==> config.mk <==
export PLATFORM = sky130hd
export DESIGN_NAME = mem_arbiter
export DESIGN_NICKNAME = d
export VERILOG_FILES = /design/src/rtl/mem_arbiter.sv
export SDC_FILE = /design/constraint.sdc
export NUM_CORES = 1
export LEC_CHECK = 0
export ABC_CLOCK_PERIOD_IN_PS = 2100
export CELL_PAD_IN_SITES_DETAIL_PLACEMENT = 1
export CELL_PAD_IN_SITES_GLOBAL_PLACEMENT = 1
export CORE_MARGIN = 5
export CORE_UTILIZATION = 30
export CTS_BUF_LIST = sky130_fd_sc_hd__clkbuf_4 sky130_fd_sc_hd__clkbuf_8 sky130_fd_sc_hd__clkbuf_16
export DETAILED_ROUTE_END_ITERATION = 10
export PLACE_DENSITY_LB_ADDON = 0.1
export SYNTH_ARGS = -nofsm -noshare
export SYNTH_HDL_FRONTEND = slang
export SYNTH_SLANG_ARGS = --single-unit
==> constraint.sdc <==
create_clock -name clk -period 2.1 [get_ports clk]
set_clock_uncertainty 0.2 [all_clocks]
set_input_delay 0.21 -clock clk [delete_from_list [all_inputs] [get_ports clk]]
set_output_delay 0.21 -clock clk [all_outputs]
set_load 0.01 [all_outputs]
==> src/rtl/mem_arbiter.sv <==
// Two-port round-robin arbiter sharing one single-port word memory between the CPU (port 0)
// and the DMA engine (port 1); every access runs the fixed IDLE/ISSUE/WAIT/DONE sequence.
module mem_arbiter #(
  parameter int unsigned BITS_DATA = 32,
  parameter int unsigned BITS_ADDR = 16
) (
  input  logic                 clk,
  input  logic                 reset,
  input  logic                 req0,
  input  logic                 req1,
  input  logic                 we0,
  input  logic                 we1,
  input  logic [BITS_ADDR-1:0] addr0,
  input  logic [BITS_ADDR-1:0] addr1,
  input  logic [BITS_DATA-1:0] wdata0,
  input  logic [BITS_DATA-1:0] wdata1,
  output logic                 gnt0,
  output logic                 gnt1,
  output logic                 done0,
  output logic                 done1,
  output logic [BITS_DATA-1:0] rdata0,
  output logic [BITS_DATA-1:0] rdata1,
  output logic                 busy,
  output logic [BITS_ADDR-1:0] mem_addr,
  output logic [BITS_DATA-1:0] mem_wdata,
  output logic                 mem_write,
  input  logic [BITS_DATA-1:0] mem_rdata
);

  typedef enum logic [1:0] {
    StIdle  = 2'd0,
    StIssue = 2'd1,
    StWait  = 2'd2,
    StDone  = 2'd3
  } state_e;

  state_e r_state, w_state_next;

  logic                 r_prio;
  logic                 r_owner;
  logic                 r_we;
  logic                 r_mem_write;
  logic [BITS_ADDR-1:0] r_mem_addr;
  logic [BITS_DATA-1:0] r_mem_wdata;
  logic                 r_gnt0, r_gnt1;
  logic                 r_done0, r_done1;
  logic [BITS_DATA-1:0] r_rdata0, r_rdata1;

  logic w_grant;
  logic w_winner;

  // prio only breaks ties; a lone requester wins regardless of whose turn it is
  always_comb begin
    w_grant  = 1'b0;
    w_winner = 1'b0;
    if (req0 && req1) begin
      w_grant  = 1'b1;
      w_winner = r_prio;
    end else if (req0) begin
      w_grant  = 1'b1;
      w_winner = 1'b0;
    end else if (req1) begin
      w_grant  = 1'b1;
      w_winner = 1'b1;
    end
  end

  always_comb begin
    w_state_next = r_state;
    case (r_state)
      StIdle:  if (w_grant) w_state_next = StIssue;
      StIssue: w_state_next = StWait;
      StWait:  w_state_next = StDone;
      StDone:  w_state_next = StIdle;
      default: w_state_next = StIdle;
    endcase
  end

  always_ff @(posedge clk or negedge reset) begin
    if (!reset) begin
      r_state <= StIdle;
    end else begin
      r_state <= w_state_next;
    end
  end

  always_ff @(posedge clk or negedge reset) begin
    if (!reset) begin
      r_prio      <= 1'b0;
      r_owner     <= 1'b0;
      r_we        <= 1'b0;
      r_mem_write <= 1'b0;
      r_mem_addr  <= '0;
      r_mem_wdata <= '0;
      r_gnt0      <= 1'b0;
      r_gnt1      <= 1'b0;
      r_done0     <= 1'b0;
      r_done1     <= 1'b0;
      r_rdata0    <= '0;
      r_rdata1    <= '0;
    end else begin
      r_gnt0  <= 1'b0;
      r_gnt1  <= 1'b0;
      r_done0 <= 1'b0;
      r_done1 <= 1'b0;
      case (r_state)
        StIdle: begin
          if (w_grant) begin
            r_owner     <= w_winner;
            r_prio      <= ~w_winner;
            r_we        <= w_winner ? we1 : we0;
            r_mem_write <= w_winner ? we1 : we0;
            r_mem_addr  <= w_winner ? addr1 : addr0;
            r_mem_wdata <= w_winner ? wdata1 : wdata0;
            r_gnt0      <= ~w_winner;
            r_gnt1      <= w_winner;
          end
        end
        StIssue: r_mem_write <= 1'b0;
        StWait: begin
          // memory read data is valid during WAIT; writes leave rdata untouched
          if (!r_we) begin
            if (r_owner) r_rdata1 <= mem_rdata;
            else         r_rdata0 <= mem_rdata;
          end
          r_done0 <= ~r_owner;
          r_done1 <= r_owner;
        end
        default: ;
      endcase
    end
  end

  assign gnt0      = r_gnt0;
  assign gnt1      = r_gnt1;
  assign done0     = r_done0;
  assign done1     = r_done1;
  assign rdata0    = r_rdata0;
  assign rdata1    = r_rdata1;
  assign busy      = (r_state != StIdle);
  assign mem_addr  = r_mem_addr;
  assign mem_wdata = r_mem_wdata;
  assign mem_write = r_mem_write;

endmodule

==> impl_metrics.yaml <==
worst_hold_path:
  hp-class: "primary input to asynchronous set/reset pin"
critical_path:
  path_class: "flip-flop to flip-flop"
  rrSetupSlack_ps: 110
  startpoint_type: "flip-flop"
  cp_max_fo: 11
  worst_ep_arrival_time_ps: 2070
  cp_top_family: "flip-flops"
  crit_path_end_kind: "flip-flop"
  cp_slowest_cell: "dfrtp_1"
  crit_required_ps: 2180
  reg2regPathDepth: 5
  cp_num_buf_inv: 2
  regToRegStartpoint: "r_state[0]"
  max_stage_delay_ps: 380
  crit_chain: "inv_1 -> ha_1 -> nor3b_4 -> buf_4 -> mux2_2"
  cp-startpoint: "r_state[0]"
  r2r_end: "rdata0[18]"
cells_and_area:
  design_area_um2: 8692
  finish.net_count: 840
  fillCellCount: 1807
  ff_latch_area_um2: 3053
  area_growth_pct: 67.64
  drive_above_1_share_pct: 17.46
  multiInputGateArea_um2: 1914
  fin_cells: 942
sta:
  hold_viol_final: 0
  holdWs_ps: 145.6
  relSlewSlack_pct: 62.22
  setup_viol: 0
  fmax_ghz: 0.5027
  tns_ps: 0
  period_minus_slack_ps: 1989
  fin_crit_sh_pct: 94.72
  tightestPinTransition_ps: 566.6
  finalMaxSlewViolations: 0
  rsz0062_at_grt: "false"
placement:
  place.gp.congestion: 0.7969
  place_area_um2: 8004
  dp.cells: 907
  dpl.hpwl_um: 13680
  numPortBuffers: 251
global_route:
  grt_usage_pct: 18.42
  overflow: 0
  grtUsageMet1_pct: 22.71
  top_usage_layer: "met2"
  grt_max_degree: 51
  grt_pass1_vias: 5276
  use_met3_pct: 6.269
  antenna_found_initial: 2
  grt_pass1_wl_um: 29130
  grtUsageMet2_pct: 30.25
logic_synthesis:
  synth_area_leader_cell: "dfrtp_1"
  synth_warnings: 0
  synthFlopType: "dfrtp_1"
  syn_area_um2: 5185
  synth.top_cell.area_share_pct: 58.88
  yosysSeqAreaShare_pct: 58.88
  synth_area_per_cell_um2: 11.52
  synth_area_leaders: "dfrtp_1, mux2_2, a31oi_1"
  synthesis.nets: 587
  async_flop_share_pct: 100.0
  syn-instance-count: 450
  yosysMostFrequentCell: "dfrtp_1"
  synth.distinct_cells: 29
  ys_seq_elements: 122
  synth_common_cells: "dfrtp_1, mux2_2, a21oi_1, a31oi_1, nor2_1"
  synth-edff-count: 0
floorplanning:
  ios: 252
  die_width_um: 141.5
  core_area_um2: 17120
  initial_utilization_pct: 30.29
  die-area_um2: 20010
  rows: 48
  fp.dieH_um: 141.5
clock_network:
  clk_pin_slew_ps: 60
  clock_latency_ps: 400
  cts_buffer_depth: 2
  root_buffer: "clkbuf_16"
  cts_buffers: 17
  cts_tree: "yes"
  post_cts_buffers: 0
  clock-sinks: 122
  htree_levels: 4
flow_run:
  cap_violations: 0
power_and_ir_drop:
  power.density_nw_per_um2: 1556
  p_leak_nw: 3.507
  power.total_mw: 13.53
  peakVddDrop_mv: 0.7944
drt:
  ant_nets: 0
  vias: 4692
  drt_iter0_markers: 89
  drc_errors: 0
  firstDrtPassIters: 4
  via_per_inst: 4.981
  wl_um: 18540
  wire_per_inst_um: 19.68
status:
  status: "completed"
==> worst max-delay path by stage <==
stage / endpoint / slack (ps) / depth (start not counted)
6_report: rdata0[18] / 110 / 5
5_1_grt: rdata0[12] / 10 / 5
4_1_cts: busy / 20 / 4
3_5_place_dp: rdata0[17] / 100 / 5
3_3_place_gp: rdata0[17] / 170 / 5
2_1_floorplan: rdata0[10] / 300 / 5
==> per-layer routing <==
metal / wire [µm] / vias to the layer above
met4: 446 / 2
li1: - / 2124
met2: 9121 / 181
met1: 7570 / 2359
met3: 1397 / 26
met5: 7 / -
==> flip-flops by register name, summed over array words and instances, names as in the netlist <==
| register | flops |
|---|---|
| rdata0 | 32 |
| rdata1 | 32 |
| r_prio | 1 |
| r_we | 1 |
| done1 | 1 |
| gnt1 | 1 |
| r_owner | 1 |
| mem_addr | 16 |
| gnt0 | 1 |
| done0 | 1 |
| r_state | 2 |
| mem_write | 1 |
| mem_wdata | 32 |
==> layout make-up <==
type	count	share of cell area, %
antenna	1	0.02879
clock buffer	17	4.894
clock inverter	15	2.721
inverter	4	0.2015
multi-input combinational	285	22.02
sequential	122	35.12
tap	225	3.239
timing repair buffer	273	31.77
==> timing repair <==
item	in CTS	in global routing
gates cloned	0	0
hold buffers	2	0
setup endpoints to repair	1	3
endpoints found under the hold margin	39	0
resized for setup	1	3
==> metrics by stage <==
stage,util [%],setup WS (ps)
finish,50.78,110.8
global route,50.78,14.70
CTS,50.74,19.49
detailed placement,46.76,102.2
global placement,46.76,168.3
floorplan,-,295.3
==> cell usage in the layout (no fill, tap or decap), drive strengths merged <==
cell type      count
o21ai             50
dfrtp            122
nor2              51
dlygate4sd2        1
dlygate4sd3        2
buf               22
nor3b              1
nor3               1
and2b              1
a31oi             51
nand2b             2
and2               1
bufinv             5
mux2              65
clkinvlp           1
or3                1
nand3              1
clkdlybuf4s50    248
nand3b             1
inv                9
a21oi             51
nor2b              1
o21a               1
ha                 3
a32oi              1
a21o               1
nand2              1
clkbuf            17
clkinv             4
diode              1
==> kinds of logic after synthesis <==
| kind of cell | Yosys count | synth area share, % |
|---|---|---|
| AOI/OAI and AO/OA | 155 | 16.43 |
| DFF | 122 | 58.88 |
| muxes | 65 | 14.12 |
| and+or+nand+nor | 62 | 5.381 |
| buffers and inverters | 43 | 4.464 |
| adders and majority gates | 3 | 0.7240 |
==> power by group <==
| part | internal, mW | leakage [nW] | total, mW | switching (mW) |
|---|---|---|---|---|
| sequential | 3.55 | 1.42 | 4.19 | 0.640 |
| combinational | 3.42 | 1.77 | 6.08 | 2.66 |
| clock | 2.13 | 0.319 | 3.25 | 1.12 |
| total | 9.11 | 3.51 | 13.5 | 4.42 |
(Power assumes the default switching activity.)
==> RTL edit 1 (same flow settings) <==
The 4 states of `state_e` get a one-hot encoding in 4 bits.
--- a/src/rtl/mem_arbiter.sv
+++ b/src/rtl/mem_arbiter.sv
@@ -27,11 +27,11 @@
   input  logic [BITS_DATA-1:0] mem_rdata
 );
 
-  typedef enum logic [1:0] {
-    StIdle  = 2'd0,
-    StIssue = 2'd1,
-    StWait  = 2'd2,
-    StDone  = 2'd3
+  typedef enum logic [3:0] {
+    StIdle  = 4'b0001,
+    StIssue = 4'b0010,
+    StWait  = 4'b0100,
+    StDone  = 4'b1000
   } state_e;
 
   state_e r_state, w_state_next;
Formal check against the unedited RTL: same outputs for any inputs over 10 cycles, from zero or initial values and one cycle with reset low; not proved beyond that.
==> RTL edit 1 against the unedited design <==
The flow now finishes with violations (negative setup slack); final cell count decreased by 4.5%; setup slack worse by 0.14 ns; critical path type unchanged; sequential cell count grew 2; die area down 3.3%; synthesized area fell by 3.5%; power is 0.63% higher; routed wire length fell by 3.4%; sequential power is 1% higher; synthesized cell count fell by 12%; fmax decreased by 6.7%; cell area grew 1.4%; largest power group unchanged.
==> RTL edit 1: results (changes against the unedited design) <==
| Metric | Value |
|---|---|
| Seq/total area | 35.2% (+0.11 points) |
| Layout cell share with drive strength beyond 1 | 20.4% (+3.0 points) |
| Multi-input logic portion of the cell area | 20.2% (-1.8 points) |
| Pre-CTS setup slack | -0.136 ns (-0.238 ns) |
| Critical path endpoint | rdata0[31]$_DFFE_PN0P_ |
| N_diodes | 0 (-1) |
| Met2 WL post-DR | 9.12 mm (about the same) |
| Placed Area | 7900 um2 (-1.4%) |
| Via count | 4,266 (-9.1%) |
| M1 WL | 7.23 mm (-4.4%) |
| Fillers | 1,685 (-6.8%) |
| Top post-synthesis cells by area | dfrtp_1 (62%), mux2_4 (9.0%), mux2_2 (7.7%) |
| Commonest cells in the netlist | dfrtp_1 (123), nor2_1 (55), a21oi_1 (52) |
| Final Power | 0.0136 W (+0.63%) |
| Met3 WL | 1.24 mm (-11%) |
| Vias in the first global route | 4,861 (-7.9%) |
| Syn Nets | 528 (-10%) |
| Met3 usage | 6.76% (+0.49 points) |
| Sequential-to-total area share from yosys stat | 62.0% (+3.2 points) |
| Leakage | 3.73 nW (+6.2%) |
| Slew margin rel. | 66.3% (+4.1 points) |
| Failing checks | negative setup slack |
| Worst-path fanout max | 16 (+5) |
| Signal buffers | 283 (+3.7%) |
| Setup slack after layout | -0.0331 ns (-0.144 ns) |
| Status | complete, but fails checks |
| Non-filler instance count after layout | 900 (-4.5%) |
| Worst hold slack | 0.102 ns (-0.0432 ns) |
| All-Layer GR Usage | 17.5% (-0.88 points) |
| #FFs+latches synth | 124 (+1.6%) |
| Reg2reg start | r_state[1]$_DFFE_PN0P_ |
| Total Negative Setup Slacks | -0.679 ns (-0.679 ns) |
| Placer congestion estimate | 0.803 (+0.72%) |
| Final setup vio count | 32 (+32) |
| Largest net degree at the start of global routing | 49 (-3.9%) |
-- RTL edit 1: changes by cell type after synthesis, moves of 5 or more --
cell     unedited run  this run
mux2_4              0        30
mux2_2             63        34
buf_2              10         0
a31oi_1            51         1
o22ai_1             0        50
o21ai_0            49         0
buf_4               5         0
-- RTL edit 1: cells by family (layout without fill, tap and decap cells) --
group / count (synthesis) / count (layout) / share of synthesized area [%]
AOI/OAI and AO/OA: 106 / 106 / 12.0
DFF: 124 / 124 / 62.0
muxes: 64 / 64 / 16.7
and+or+nand+nor: 68 / 68 / 5.80
buffers and inverters: 32 / 318 / 3.53
-- RTL edit 1: timing repair --
item | 4_1_cts | 5_1_grt
hold buffers | 1 | 0
gates cloned | 1 | 6
hold endpoints to repair | 124 | 0
setup buffers | 2 | 3
resized for setup | 7 | 12
endpoints found under the setup margin | 33 | 84
-- RTL edit 1: critical path, cell delays in order, from the launching register on --
cell and delay, ns:
dfrtp_1 0.38, or4b_4 0.54, or3_4 0.39, buf_16 0.19, mux2_2 0.30
==> RTL edit 2 (same settings) <==
Made on the original files. Set the parameter `BITS_DATA` to 64 (it was 32).
--- a/src/rtl/mem_arbiter.sv
+++ b/src/rtl/mem_arbiter.sv
@@ -1,7 +1,7 @@
 // Two-port round-robin arbiter sharing one single-port word memory between the CPU (port 0)
 // and the DMA engine (port 1); every access runs the fixed IDLE/ISSUE/WAIT/DONE sequence.
 module mem_arbiter #(
-  parameter int unsigned BITS_DATA = 32,
+  parameter int unsigned BITS_DATA = 64,
   parameter int unsigned BITS_ADDR = 16
 ) (
   input  logic                 clk,
Interface: changed (6 resized); port bits go from 252 to 444. The function was not compared with the original's and may differ.
==> RTL edit 2 against the unedited design <==
Count of clock-buffer cells in the layout increased by 21; routed wire length up 100%; cell area grew 80%; synthesized area grew 86%; sequential share of layout area fell by 0.20 points; via count increased by 70%; setup slack lost 0.027 ns; sequential cell count rose by 96; power rose by 80%.
==> RTL edit 2: results (changes against the unedited design) <==
| Metric | Value |
|---|---|
| Clk tree area frac | 5.83% (-1.8 points) |
| Largest net degree at the start of global routing | 75 (+47%) |
| Commonest cells in the netlist | dfrtp_1 (218), mux2_4 (120), a21oi_1 (83), a31oi_1 (83), nor2_1 (83) |
| Ys async rst share | 100% (unchanged) |
| Post-layout nets | 1,437 (+71%) |
| Grt met1 use | 24.5% (+1.8 points) |
| Worst min path class | primary input to flop |
| DRT iter0 DRCs | 289 (+220%) |
| Vias per cell | 4.88 (-2.0%) |
| Met2 global-route usage | 33.4% (+3.1 points) |
| Adder-Cell Fraction of Synth Area | 0.389% (-0.34 points) |
| Multi-Input Combinational | 477 (+67%) |
| Clock Latency Late Sink | 0.54 ns (+0.14 ns) |
| Met2 WL post-DR | 18.0 mm (+97%) |
| Buffering overhead | 31.9% (+0.10 points) |
| Final HPWL from detailed placement | 27.5 mm (+100%) |
| Mux contribution to synthesized area | 19.7% (+5.6 points) |
| N_diodes | 6 (+5) |
| Worst vdd ir | 0.726 mV (-8.6%) |
| First-pass GRT wire length | 56.3 mm (+93%) |
| Tightest Pin Transition | 0.460 ns (-0.107 ns) |
| Critical path class | flop to output port |
| Met3 usage | 7.43% (+1.2 points) |
| All-Layer GR Usage | 20.1% (+1.6 points) |
| CTS Buffer Depth | 3 (+1) |
| Ys flop type | dfrtp_1 |
| Worst-path clk slew | 0.06 ns (about the same) |
| Multi-input logic area | 3740 um2 (+96%) |
| Clkbuf count | 38 (+21) |
| Fillers | 3,270 (+81%) |
| Unique masters post-synth | 30 (+3.4%) |
| Synth Area in Compound Gates | 14.2% (-2.2 points) |
| Sequential cell area | 5460 um2 (+79%) |
| Cell family with most CP delay | buffers and inverters |
| CTS HTree Levels | 1 (-3) |
| Sequential cell count | 218 (+79%) |
| Layout cell share with drive strength beyond 1 | 17.2% (-0.29 points) |
| Vias in the first global route | 8,834 (+67%) |
| Port Buffers | 443 (+76%) |
| CP peak stage delay | 0.39 ns |
| Sequential-to-total area share from yosys stat | 56.5% (-2.4 points) |
| M1 WL | 15.5 mm (+100%) |
| Synth Warn # | 0 (unchanged) |
| Wirelength per Cell | 23.1 um (+18%) |
| Mapped Cells | 768 (+71%) |
| Met3 WL | 3.32 mm (+140%) |
| Initial antenna violation count | 7 (+5) |
| Worst-path fanout max | 6 (-5) |
| Worst endpoint data arrival time | 1.61 ns (-0.46 ns) |
| Signal buffers | 476 (+74%) |
| Num CTS Buffers | 27 (+10) |
| Status | finished clean |
| Leakage | 6.60 nW (+88%) |
| Final WL | 37.7 mm (+100%) |
| Placer congestion estimate | 0.795 (-0.26%) |
| Placed Cells | 1,574 (+74%) |
| Top post-synthesis cells by area | dfrtp_1 (56%), mux2_4 (19%), a31oi_1 (5.4%) |
| Syn Nets | 1,001 (+71%) |
==> RTL edit 2: changes by cell type after synthesis, moves of 4 or more <==
cell	delta
dfrtp_1	+96
a21oi_1	+32
o21ai_1	+81
mux2_4	+120
buf_12	+6
clkbuf_1	-9
mux2_1	+7
a31oi_1	+32
buf_6	+4
buf_2	+29
o21ai_0	-49
nor2_1	+32
mux2_2	-63
==> RTL edit 2: repair_timing <==
| item | in CTS | in global routing |
|---|---|---|
| hold buffers | 3 | 0 |
| gates cloned | 0 | 0 |
| endpoints found under the setup margin | 1 | 78 |
| gates resized for setup | 3 | 2 |
| hold endpoints to repair | 227 | 0 |
==> RTL edit 2: final timing paths <==
path	to	depth (start not counted)	slack, ns	from
setup / recovery	busy	4	0.08	r_state[1]$_DFFE_PN0P_
min in group asynchronous	rdata0[30]$_DFFE_PN0P_	3	0.49	reset
max in group asynchronous	mem_wdata[4]$_DFFE_PN0P_	4	0.55	reset
setup reg to reg	rdata0[32]$_DFFE_PN0P_	6	0.12	r_state[0]$_DFFE_PN0P_
hold / removal	mem_wdata[62]$_DFFE_PN0P_	3	0.03	wdata0[62]
hold reg to reg	rdata0[63]$_DFFE_PN0P_	1	0.29	rdata0[63]$_DFFE_PN0P_
==> RTL edit 2: through the flow <==
step,instance area [um2],hold WS [ns],setup WS [ns],power [W]
global route,15600,0.0251,0.0141,0.0257
CTS,15600,0.00844,0.0116,0.0248
finish,15600,0.0308,0.0837,0.0244
detailed placement,14700,-0.0531,0.0718,0.0198
global placement,14700,-0.0571,0.144,0.0196
floorplan,9660,-0.286,0.307,0.0132
==> RTL edit 2: where the power goes <==
group / switching [W] / internal (W)
Clock: 0.00186 / 0.00288
Sequential: 0.00128 / 0.00637
Combinational: 0.00496 / 0.00702
Total: 0.00810 / 0.0163
